<file path="config.mk">
export PLATFORM = sky130hd
export DESIGN_NAME = bcd_to_signed_seq_flat
export DESIGN_NICKNAME = d
export VERILOG_FILES = /design/src/rtl/bcd_to_signed_seq_if.sv /design/src/rtl/bcd_to_signed_seq.sv /design/src/flat_wrapper.sv
export SDC_FILE = /design/constraint.sdc
export NUM_CORES = 1
export LEC_CHECK = 0
export BUFFER_PORTS_ARGS = -buffer_cell sky130_fd_sc_hd__buf_2
export CAP_MARGIN = 20
export CORE_MARGIN = 4
export CORE_UTILIZATION = 50
export CTS_CLUSTER_SIZE = 28
export DETAILED_ROUTE_END_ITERATION = 8
export PLACE_DENSITY = 0.75
export SYNTH_ARGS = -nofsm -noshare
export SYNTH_HDL_FRONTEND = slang
export SYNTH_SLANG_ARGS = --single-unit
export TNS_END_PERCENT = 10
</file>
<file path="constraint.sdc">
create_clock -name clk_50 -period 4.5 [get_ports clk_50]
set_input_delay 0.225 -clock clk_50 [delete_from_list [all_inputs] [get_ports clk_50]]
set_output_delay 0.225 -clock clk_50 [all_outputs]
set_load 0.01 [all_outputs]
</file>
<file path="src/rtl/bcd_to_signed_seq_if.sv">
// Handshake and data bundle between a decimal-entry front end and the
// BCD-to-signed converter.
interface bcd_to_signed_seq_if #(
    parameter int NDIG  = 5,
    parameter int WIDTH = 17
);
    logic                start;
    logic [4*NDIG-1:0]   bcd_in;
    logic                sig_in;
    logic [WIDTH-1:0]    data_out;
    logic                busy;
    logic                done;
    logic                ovf;
    logic                err;

    modport master (
        output start, bcd_in, sig_in,
        input  data_out, busy, done, ovf, err
    );

    modport slave (
        input  start, bcd_in, sig_in,
        output data_out, busy, done, ovf, err
    );
endinterface

</file>
<file path="src/rtl/bcd_to_signed_seq.sv">
// Sequential sign/magnitude BCD to saturated two's-complement converter.
// Horner accumulation, one digit per clock, MSD first; result settles in FIX.
module bcd_to_signed_seq #(
    parameter int NDIG  = 5,
    parameter int WIDTH = 17
) (
    input  logic               clk_50,
    input  logic               Reset,
    bcd_to_signed_seq_if.slave bus
);
    localparam int AW = 4 * NDIG;
    localparam int IW = (NDIG > 1) ? $clog2(NDIG) : 1;
    localparam int CW = ((AW > WIDTH) ? AW : WIDTH) + 1;

    localparam logic [1:0] ST_IDLE = 2'd0;
    localparam logic [1:0] ST_CONV = 2'd1;
    localparam logic [1:0] ST_FIX  = 2'd2;
    localparam logic [1:0] ST_DONE = 2'd3;

    // Range limits compared in a width that holds both the accumulator and MAXN.
    localparam logic [CW-1:0]    MAXP    = (CW'(1) << (WIDTH - 1)) - CW'(1);
    localparam logic [CW-1:0]    MAXN    = CW'(1) << (WIDTH - 1);
    localparam logic [WIDTH-1:0] SAT_POS = ~(WIDTH'(1) << (WIDTH - 1));
    localparam logic [WIDTH-1:0] SAT_NEG = WIDTH'(1) << (WIDTH - 1);

    logic [1:0]       state_reg, state_next;
    logic [AW-1:0]    bcd_reg,   bcd_next;
    logic             sig_reg,   sig_next;
    logic [AW-1:0]    acc_reg,   acc_next;
    logic [IW-1:0]    idx_reg,   idx_next;
    logic             bad_reg,   bad_next;
    logic [WIDTH-1:0] data_reg,  data_next;
    logic             ovf_reg,   ovf_next;
    logic             err_reg,   err_next;

    logic [3:0]       digit_term [NDIG];
    logic [3:0]       cur_digit;
    logic [CW-1:0]    acc_ext;
    logic [WIDTH-1:0] fix_data;
    logic             fix_ovf;

    // One-hot digit select avoids indexing past NDIG with a power-of-two counter.
    generate
        for (genvar gi = 0; gi < NDIG; gi++) begin : g_digit
            assign digit_term[gi] = (idx_reg == IW'(gi)) ? bcd_reg[4*gi +: 4] : 4'd0;
        end
    endgenerate

    always_comb begin
        cur_digit = 4'd0;
        for (int k = 0; k < NDIG; k++) begin
            cur_digit = cur_digit | digit_term[k];
        end
    end

    assign acc_ext = {{(CW-AW){1'b0}}, acc_reg};

    always_comb begin
        fix_data = '0;
        fix_ovf  = 1'b0;
        if (bad_reg) begin
            fix_data = '0;
            fix_ovf  = 1'b0;
        end else if (sig_reg) begin
            if (acc_ext > MAXP) begin
                fix_data = SAT_POS;
                fix_ovf  = 1'b1;
            end else begin
                fix_data = acc_ext[WIDTH-1:0];
            end
        end else begin
            if (acc_ext > MAXN) begin
                fix_data = SAT_NEG;
                fix_ovf  = 1'b1;
            end else begin
                fix_data = ~acc_ext[WIDTH-1:0] + WIDTH'(1);
            end
        end
    end

    always_comb begin
        state_next = state_reg;
        bcd_next   = bcd_reg;
        sig_next   = sig_reg;
        acc_next   = acc_reg;
        idx_next   = idx_reg;
        bad_next   = bad_reg;
        data_next  = data_reg;
        ovf_next   = ovf_reg;
        err_next   = err_reg;
        case (state_reg)
            ST_IDLE: begin
                if (bus.start) begin
                    bcd_next   = bus.bcd_in;
                    sig_next   = bus.sig_in;
                    acc_next   = '0;
                    idx_next   = IW'(NDIG - 1);
                    bad_next   = 1'b0;
                    state_next = ST_CONV;
                end
            end
            ST_CONV: begin
                acc_next = (acc_reg << 3) + (acc_reg << 1) + AW'(cur_digit);
                if (cur_digit > 4'd9) begin
                    bad_next = 1'b1;
                end
                idx_next = idx_reg - IW'(1);
                if (idx_reg == '0) begin
                    state_next = ST_FIX;
                end
            end
            ST_FIX: begin
                data_next  = fix_data;
                ovf_next   = fix_ovf;
                err_next   = bad_reg;
                state_next = ST_DONE;
            end
            default: begin
                state_next = ST_IDLE;
            end
        endcase
    end

    always_ff @(posedge clk_50) begin
        if (!Reset) begin
            state_reg <= ST_IDLE;
            bcd_reg   <= '0;
            sig_reg   <= 1'b0;
            acc_reg   <= '0;
            idx_reg   <= '0;
            bad_reg   <= 1'b0;
            data_reg  <= '0;
            ovf_reg   <= 1'b0;
            err_reg   <= 1'b0;
        end else begin
            state_reg <= state_next;
            bcd_reg   <= bcd_next;
            sig_reg   <= sig_next;
            acc_reg   <= acc_next;
            idx_reg   <= idx_next;
            bad_reg   <= bad_next;
            data_reg  <= data_next;
            ovf_reg   <= ovf_next;
            err_reg   <= err_next;
        end
    end

    assign bus.data_out = data_reg;
    assign bus.ovf      = ovf_reg;
    assign bus.err      = err_reg;
    assign bus.busy     = (state_reg == ST_CONV) || (state_reg == ST_FIX);
    assign bus.done     = (state_reg == ST_DONE);

endmodule

</file>
<file path="src/flat_wrapper.sv">
// flat-port wrapper written by rule: the top's interface ports become plain ports
module bcd_to_signed_seq_flat 
#(
    parameter int NDIG  = 5,
    parameter int WIDTH = 17
)
  (clk_50, Reset, bus_start, bus_bcd_in, bus_sig_in, bus_data_out, bus_busy, bus_done, bus_ovf, bus_err);
  bcd_to_signed_seq_if #(.NDIG(NDIG), .WIDTH(WIDTH)) bus_i ();
  input  logic clk_50;
  input  logic Reset;
  input wire logic [$bits(bus_i.start)-1:0] bus_start;
  input wire logic [$bits(bus_i.bcd_in)-1:0] bus_bcd_in;
  input wire logic [$bits(bus_i.sig_in)-1:0] bus_sig_in;
  output wire logic [$bits(bus_i.data_out)-1:0] bus_data_out;
  output wire logic [$bits(bus_i.busy)-1:0] bus_busy;
  output wire logic [$bits(bus_i.done)-1:0] bus_done;
  output wire logic [$bits(bus_i.ovf)-1:0] bus_ovf;
  output wire logic [$bits(bus_i.err)-1:0] bus_err;
  assign bus_i.start = bus_start;
  assign bus_i.bcd_in = bus_bcd_in;
  assign bus_i.sig_in = bus_sig_in;
  assign bus_data_out = bus_i.data_out;
  assign bus_busy = bus_i.busy;
  assign bus_done = bus_i.done;
  assign bus_ovf = bus_i.ovf;
  assign bus_err = bus_i.err;
  bcd_to_signed_seq #(.NDIG(NDIG), .WIDTH(WIDTH)) u_core (.clk_50(clk_50), .Reset(Reset), .bus(bus_i));
endmodule
</file>
# Yosys cells after proc, flatten, opt, wreduce, memory -nomap -nowiden
# Cells that the tools add are included.
[word_totals]
ff_bits = 66
out_inout_bits = 21
[op_classes]
add_sub_neg = 4
n_lt_le_gt_ge = 3
n_eq_ne = 10
muxes = 23
n_bitwise = 5
reduce_logical = 8
[ops]
columns = ["op", "count"]
rows = [
  ["2-to-1 mux 17 bit", 4],
  ["one-hot mux 20 bit (2 select lines)", 1],
  ["adder 20 bit", 1],
  ["adder 20 x 4 -> 20 bit", 1],
  ["greater-than comparator 20 x 16 -> 1 bit, second input constant", 1],
  ["greater-than comparator 20 x 17 -> 1 bit, second input constant", 1],
  ["2-to-1 mux 20 bit", 1],
  ["2-to-1 mux 4 bit", 5],
  ["adder 17 x 1 -> 17 bit, second input constant", 1],
  ["NOT 17 bit", 1],
  ["bitwise OR 4 bit", 4],
  ["== test 3 x 2 -> 1 bit, second input constant", 2],
  ["2-to-1 mux 1 bit", 6],
  ["one-hot mux 2 bit (3 select lines)", 1],
  ["one-hot mux 3 bit (2 select lines)", 1],
  ["AND reduction 2 bit", 3],
  ["== test 2 bit, second input constant", 2],
  ["greater-than comparator 4 bit, second input constant", 1],
  ["2-to-1 mux 2 bit", 2],
  ["inequality test 2 x 1 -> 1 bit, second input constant", 2],
  ["== test 3 x 1 -> 1 bit, second input constant", 1],
  ["== test 3 bit, second input constant", 1],
  ["logical NOT 3 bit", 1],
  ["2-to-1 mux 3 bit", 1],
  ["8 further kinds", 8],
]

# Depth between registers and ports, before layout
[depth]
word_depth = 9
mapped_depth = 15

# Least setup slack after synthesis
# OpenSTA, ideal clock, no wires.
[synth_path]
path_kind = "register -> register"
start = "reg u_core.idx_reg[0]"
end = "reg u_core.acc_reg[15]"
setup_ns = 0.117
arrival_time_ns = 3.236
setup_slack_ns = 1.147
path_stages_with_launch = 15
n_path_buf = 1
period_less_slack_ns = 3.353
path_cell_list = "dfxtp_1 -> inv_1 -> ha_1 -> clkbuf_1 -> a22oi_1 -> a21oi_1 -> a31o_2 -> fa_1 -> ha_1 -> a211oi_2 -> nor2_1 -> a21o_1 -> o21a_1 -> or3_1 -> a32o_1"
[synth_via]
elab_chain_len = 8
word_cells_on_any_way = 16
classes_between = "1 x add/sub; 4 x eq/ne; 6 x mux; 4 x bitwise; 1 x reduce/logical"
[synth_lines]
columns = ["element", "line_no", "text"]
rows = [
  ["from (decl)", "bcd_to_signed_seq.sv:30", "logic [IW-1:0] idx_reg, idx_next;"],
  ["from (signal assigned)", "bcd_to_signed_seq.sv:140", "idx_reg <= idx_next;"],
  ["== test 3 x 1 -> 1 bit / logical NOT 3 bit (equally long branches)", "bcd_to_signed_seq.sv:45", "assign digit_term[gi] = (idx_reg == IW'(gi)) ? bcd_reg[4*gi +: 4] : 4'd0;"],
  ["2-to-1 mux 4 bit", "bcd_to_signed_seq.sv:45", ""],
  ["bitwise OR 4 bit (3 in a row)", "bcd_to_signed_seq.sv:52", "cur_digit = cur_digit | digit_term[k];"],
  ["bitwise OR 4 bit (*)", "bcd_to_signed_seq.sv:52", ""],
  ["adder 20 x 4 -> 20 bit (*)", "bcd_to_signed_seq.sv:103", "acc_next = (acc_reg << 3) + (acc_reg << 1) + AW'(cur_digit);"],
  ["one-hot mux 20 bit (2 select lines) (*)", "bcd_to_signed_seq.sv:91", "case (state_reg)"],
  ["to (signal assigned)", "bcd_to_signed_seq.sv:139", "acc_reg <= acc_next;"],
  ["to (decl)", "bcd_to_signed_seq.sv:29", "logic [AW-1:0] acc_reg, acc_next;"],
]
# Mark *: on every way between the ends. The rest lies on a longest branch, timed or not.
# A chain may end at the register's enable or synchronous reset.

# Worst setup path in the final report
[layout_path]
start = "reg u_core.idx_reg[0]"
end = "reg u_core.acc_reg[14]"
# Same word-level chain as after synthesis.

==> reports/qor.yml <==
synth:
  ys_seq_area_frac: 0.307
  synth_edf_count: 0
  netlist_area_um2: 4310
  yosys_register_bits: 66
  syn_avg_cell_area_um2: 8.15
  synthDistinctLibCells: 62
  synth_flop_cell: "dfxtp_1"
  ys_warn_count: 0
  synthesis.instances: 529
  async_flop_share: 0
  syn_nets: 599
cts:
  h-tree-depth: 3
  ctsResizeCount: 0
  clock-sinks: 66
  clockBufferDepth: 2
  clk_pin_slew_ps: 70
  clock-root-buffer: "clkbuf_8"
  cts_tree: "done"
  hold_buffers: 0
  cts_buffers: 9
  clock_latency_ps: 340
  post_cts.repair.setup_buffers: 0
timing:
  post-route-period-util: 0.814
  final_max_slew_viol_count: 0
  worst_pin_slew_ps: 777
  fmax_mhz: 273
  relSlewSlack: 0.478
  fin_tns_setup_ps: 0
  finalCriticalPeriod_ps: 3660
  skew_ps: 9.55
  rsz0062_at_grt: "no"
  whs_ps: 129
  setup_viol: 0
  hold_violations: 0
critical_path:
  arrival_ps: 3870
  timing.critical_path.buf_inv: 1
  path_common_cell: "o21ai_0"
  rr_worst_depth: 13
  reg2reg_from: "u_core.idx_reg[0]"
  r2r-end: "u_core.acc_reg[14]"
  cp_top_family: "compound AO/OA/AOI/OAI gates"
  crit_required_ps: 4710
  crit_chain: "inv_1, ha_1, a22oi_1, a21oi_1, a31o_2, fa_1, fa_1, a211oi_1, o21ai_0, o21ai_0, o31a_1, xor2_1, o21ai_0"
  cp_slowest_cell: "fa_1"
  startpoint_type: "flip-flop"
  cpPeakStageDelay_ps: 500
  crit_path_max_fanout: 9
  endpoint_kind: "flip-flop"
  worstSetupPathType: "reg2reg"
  ff2ff_setup_slack_ps: 840
finish:
  multi_input_area_um2: 2800
  final_common_cell: "nand2_1"
  drive_above_1_share: 0.133
  final_cell_mix: "nand2_1 (84), dfxtp_1 (66), ha_1 (44), buf_2 (44), o21ai_0 (38)"
  area_growth_pct: 10.2
  fin_nets: 630
  fill_cells: 759
  regArea_um2: 1320
  diodes: 0
run_status:
  status: "completed"
global_routing:
  grt_use_total: 0.209
  overflow: 0
  grt_pass1_vias: 3723
  grt_pass1_wl_um: 17400
  grt_max_degree: 50
  antenna_found_initial: 0
detailed_routing:
  drt-wirelength-per-cell_um: 15.2
  vias: 3958
  wl_um: 10200
  postRouteAntennaNets: 0
  first_pass_iters: 5
  drt_iter0_drc: 290
  drc_errors: 0
  vias_per_cell: 5.91
place:
  hpwl_um: 7540
  globalplace.congestion: 0.908
  numPortBuffers: 44
die:
  fp.dieArea_um2: 10200
  rows: 33
  ios: 45
  start_util: 0.519
  core-area_um2: 8300
  die_h_um: 101
  die_w_um: 101
hold_path:
  hold_start: "bus_bcd_in[10]"
  min_path_type: "in2reg"
  worstHoldPathCells: 3
  hold_path_end: "u_core.bcd_reg[10]"
power_and_ir_drop:
  vdd_drop_max_uv: 198
  p_leak_nw: 2.06
  power_density_nw_per_um2: 383
flow_run:
  maxCapViolCount: 0
==> through the flow <==
step | worst slack [ps] | power (mW) | std cells | utilization | cell area, µm²
floorplan | 1150 | 1.18 | 529 | - | 4310
finish | 836 | 1.82 | 670 | 0.572 | 4750
global placement | 1060 | 1.30 | 654 | 0.549 | 4550
global route | 453 | 1.95 | 670 | 0.572 | 4750
detailed placement | 938 | 1.32 | 654 | 0.549 | 4550
CTS | 849 | 1.83 | 670 | 0.572 | 4750
==> how the worst max path moves through the flow <==
| stage | end | depth (start not counted) | slack (ps) | startpoint |
|---|---|---|---|---|
| finish | u_core.acc_reg[14] | 13 | 840 | u_core.idx_reg[0] |
| global route | u_core.acc_reg[12] | 13 | 450 | u_core.idx_reg[0] |
| CTS | u_core.acc_reg[14] | 14 | 850 | u_core.idx_reg[0] |
| detailed placement | u_core.acc_reg[15] | 13 | 940 | u_core.idx_reg[0] |
| global placement | u_core.acc_reg[14] | 13 | 1060 | u_core.idx_reg[0] |
| floorplan | u_core.acc_reg[15] | 14 | 1150 | u_core.idx_reg[0] |
==> cell usage after synthesis, drive strengths merged (2+ instances only) <==
| cell type | n | area [µm²] |
|---|---|---|
| a2111oi | 2 | 17.5 |
| a211o | 3 | 26.3 |
| a211oi | 6 | 50.1 |
| a21boi | 23 | 173 |
| a21o | 5 | 37.5 |
| a21oi | 30 | 150 |
| a22o | 3 | 26.3 |
| a22oi | 14 | 105 |
| a31o | 5 | 52.6 |
| a31oi | 6 | 37.5 |
| a32o | 2 | 20.0 |
| a32oi | 2 | 17.5 |
| and2 | 9 | 56.3 |
| and3 | 5 | 37.5 |
| buf | 4 | 31.3 |
| clkbuf | 20 | 75.1 |
| dfxtp | 66 | 1320 |
| fa | 2 | 40.0 |
| ha | 44 | 551 |
| inv | 21 | 78.8 |
| mux2i | 4 | 40.0 |
| nand2 | 85 | 322 |
| nand2b | 4 | 25.0 |
| nand3 | 6 | 42.5 |
| nor2 | 20 | 77.6 |
| nor2b | 14 | 87.6 |
| nor3 | 19 | 100 |
| nor4 | 7 | 58.8 |
| o211ai | 12 | 105 |
| o21a | 4 | 30.0 |
| o21ai | 49 | 245 |
| o22ai | 2 | 12.5 |
| o311ai | 2 | 17.5 |
| o31ai | 2 | 15.0 |
| xnor2 | 6 | 52.6 |
| xor2 | 8 | 70.1 |
==> power breakdown <==
group | leakage [nW] | switching [mW] | internal [mW]
logic | 1.43 | 0.386 | 0.214
registers | 0.536 | 0.0679 | 0.649
clock network | 0.0966 | 0.230 | 0.272
==> per-layer routing <==
metal / up-vias / global-route usage / wire, µm
met5: - / 0 / 0
met3: 14 / 0.0388 / 513
met1: 1836 / 0.289 / 4920
li1: 1983 / - / -
met2: 125 / 0.330 / 4620
met4: 0 / 0.0674 / 144
==> layout make-up <==
cell class | instances | share of cell area
Tap cell | 105 | 0.0277
Timing Repair Buffer | 44 | 0.0464
Clock buffer | 12 | 0.0306
Sequential cell | 66 | 0.278
Multi-Input combinational cell | 418 | 0.590
Inverter | 21 | 0.0166
Clock inverter | 4 | 0.0108
==> worst min-delay path, delay by kind of cell <==
family | cells | cell delay [ps]
AOI/OAI and AO/OA | 1 | 60
buffers and inverters | 1 | 90
and+or+nand+nor | 1 | 40
==> cell families after synthesis <==
kind of cell / Yosys count / synth area share
simple gates: 175 / 0.197
flops: 66 / 0.307
xor+xnor: 14 / 0.0285
buf+inv: 45 / 0.0430
fa+ha+maj: 46 / 0.137
compound gates: 179 / 0.278
mux: 4 / 0.00929
(Power assumes the default switching activity.)
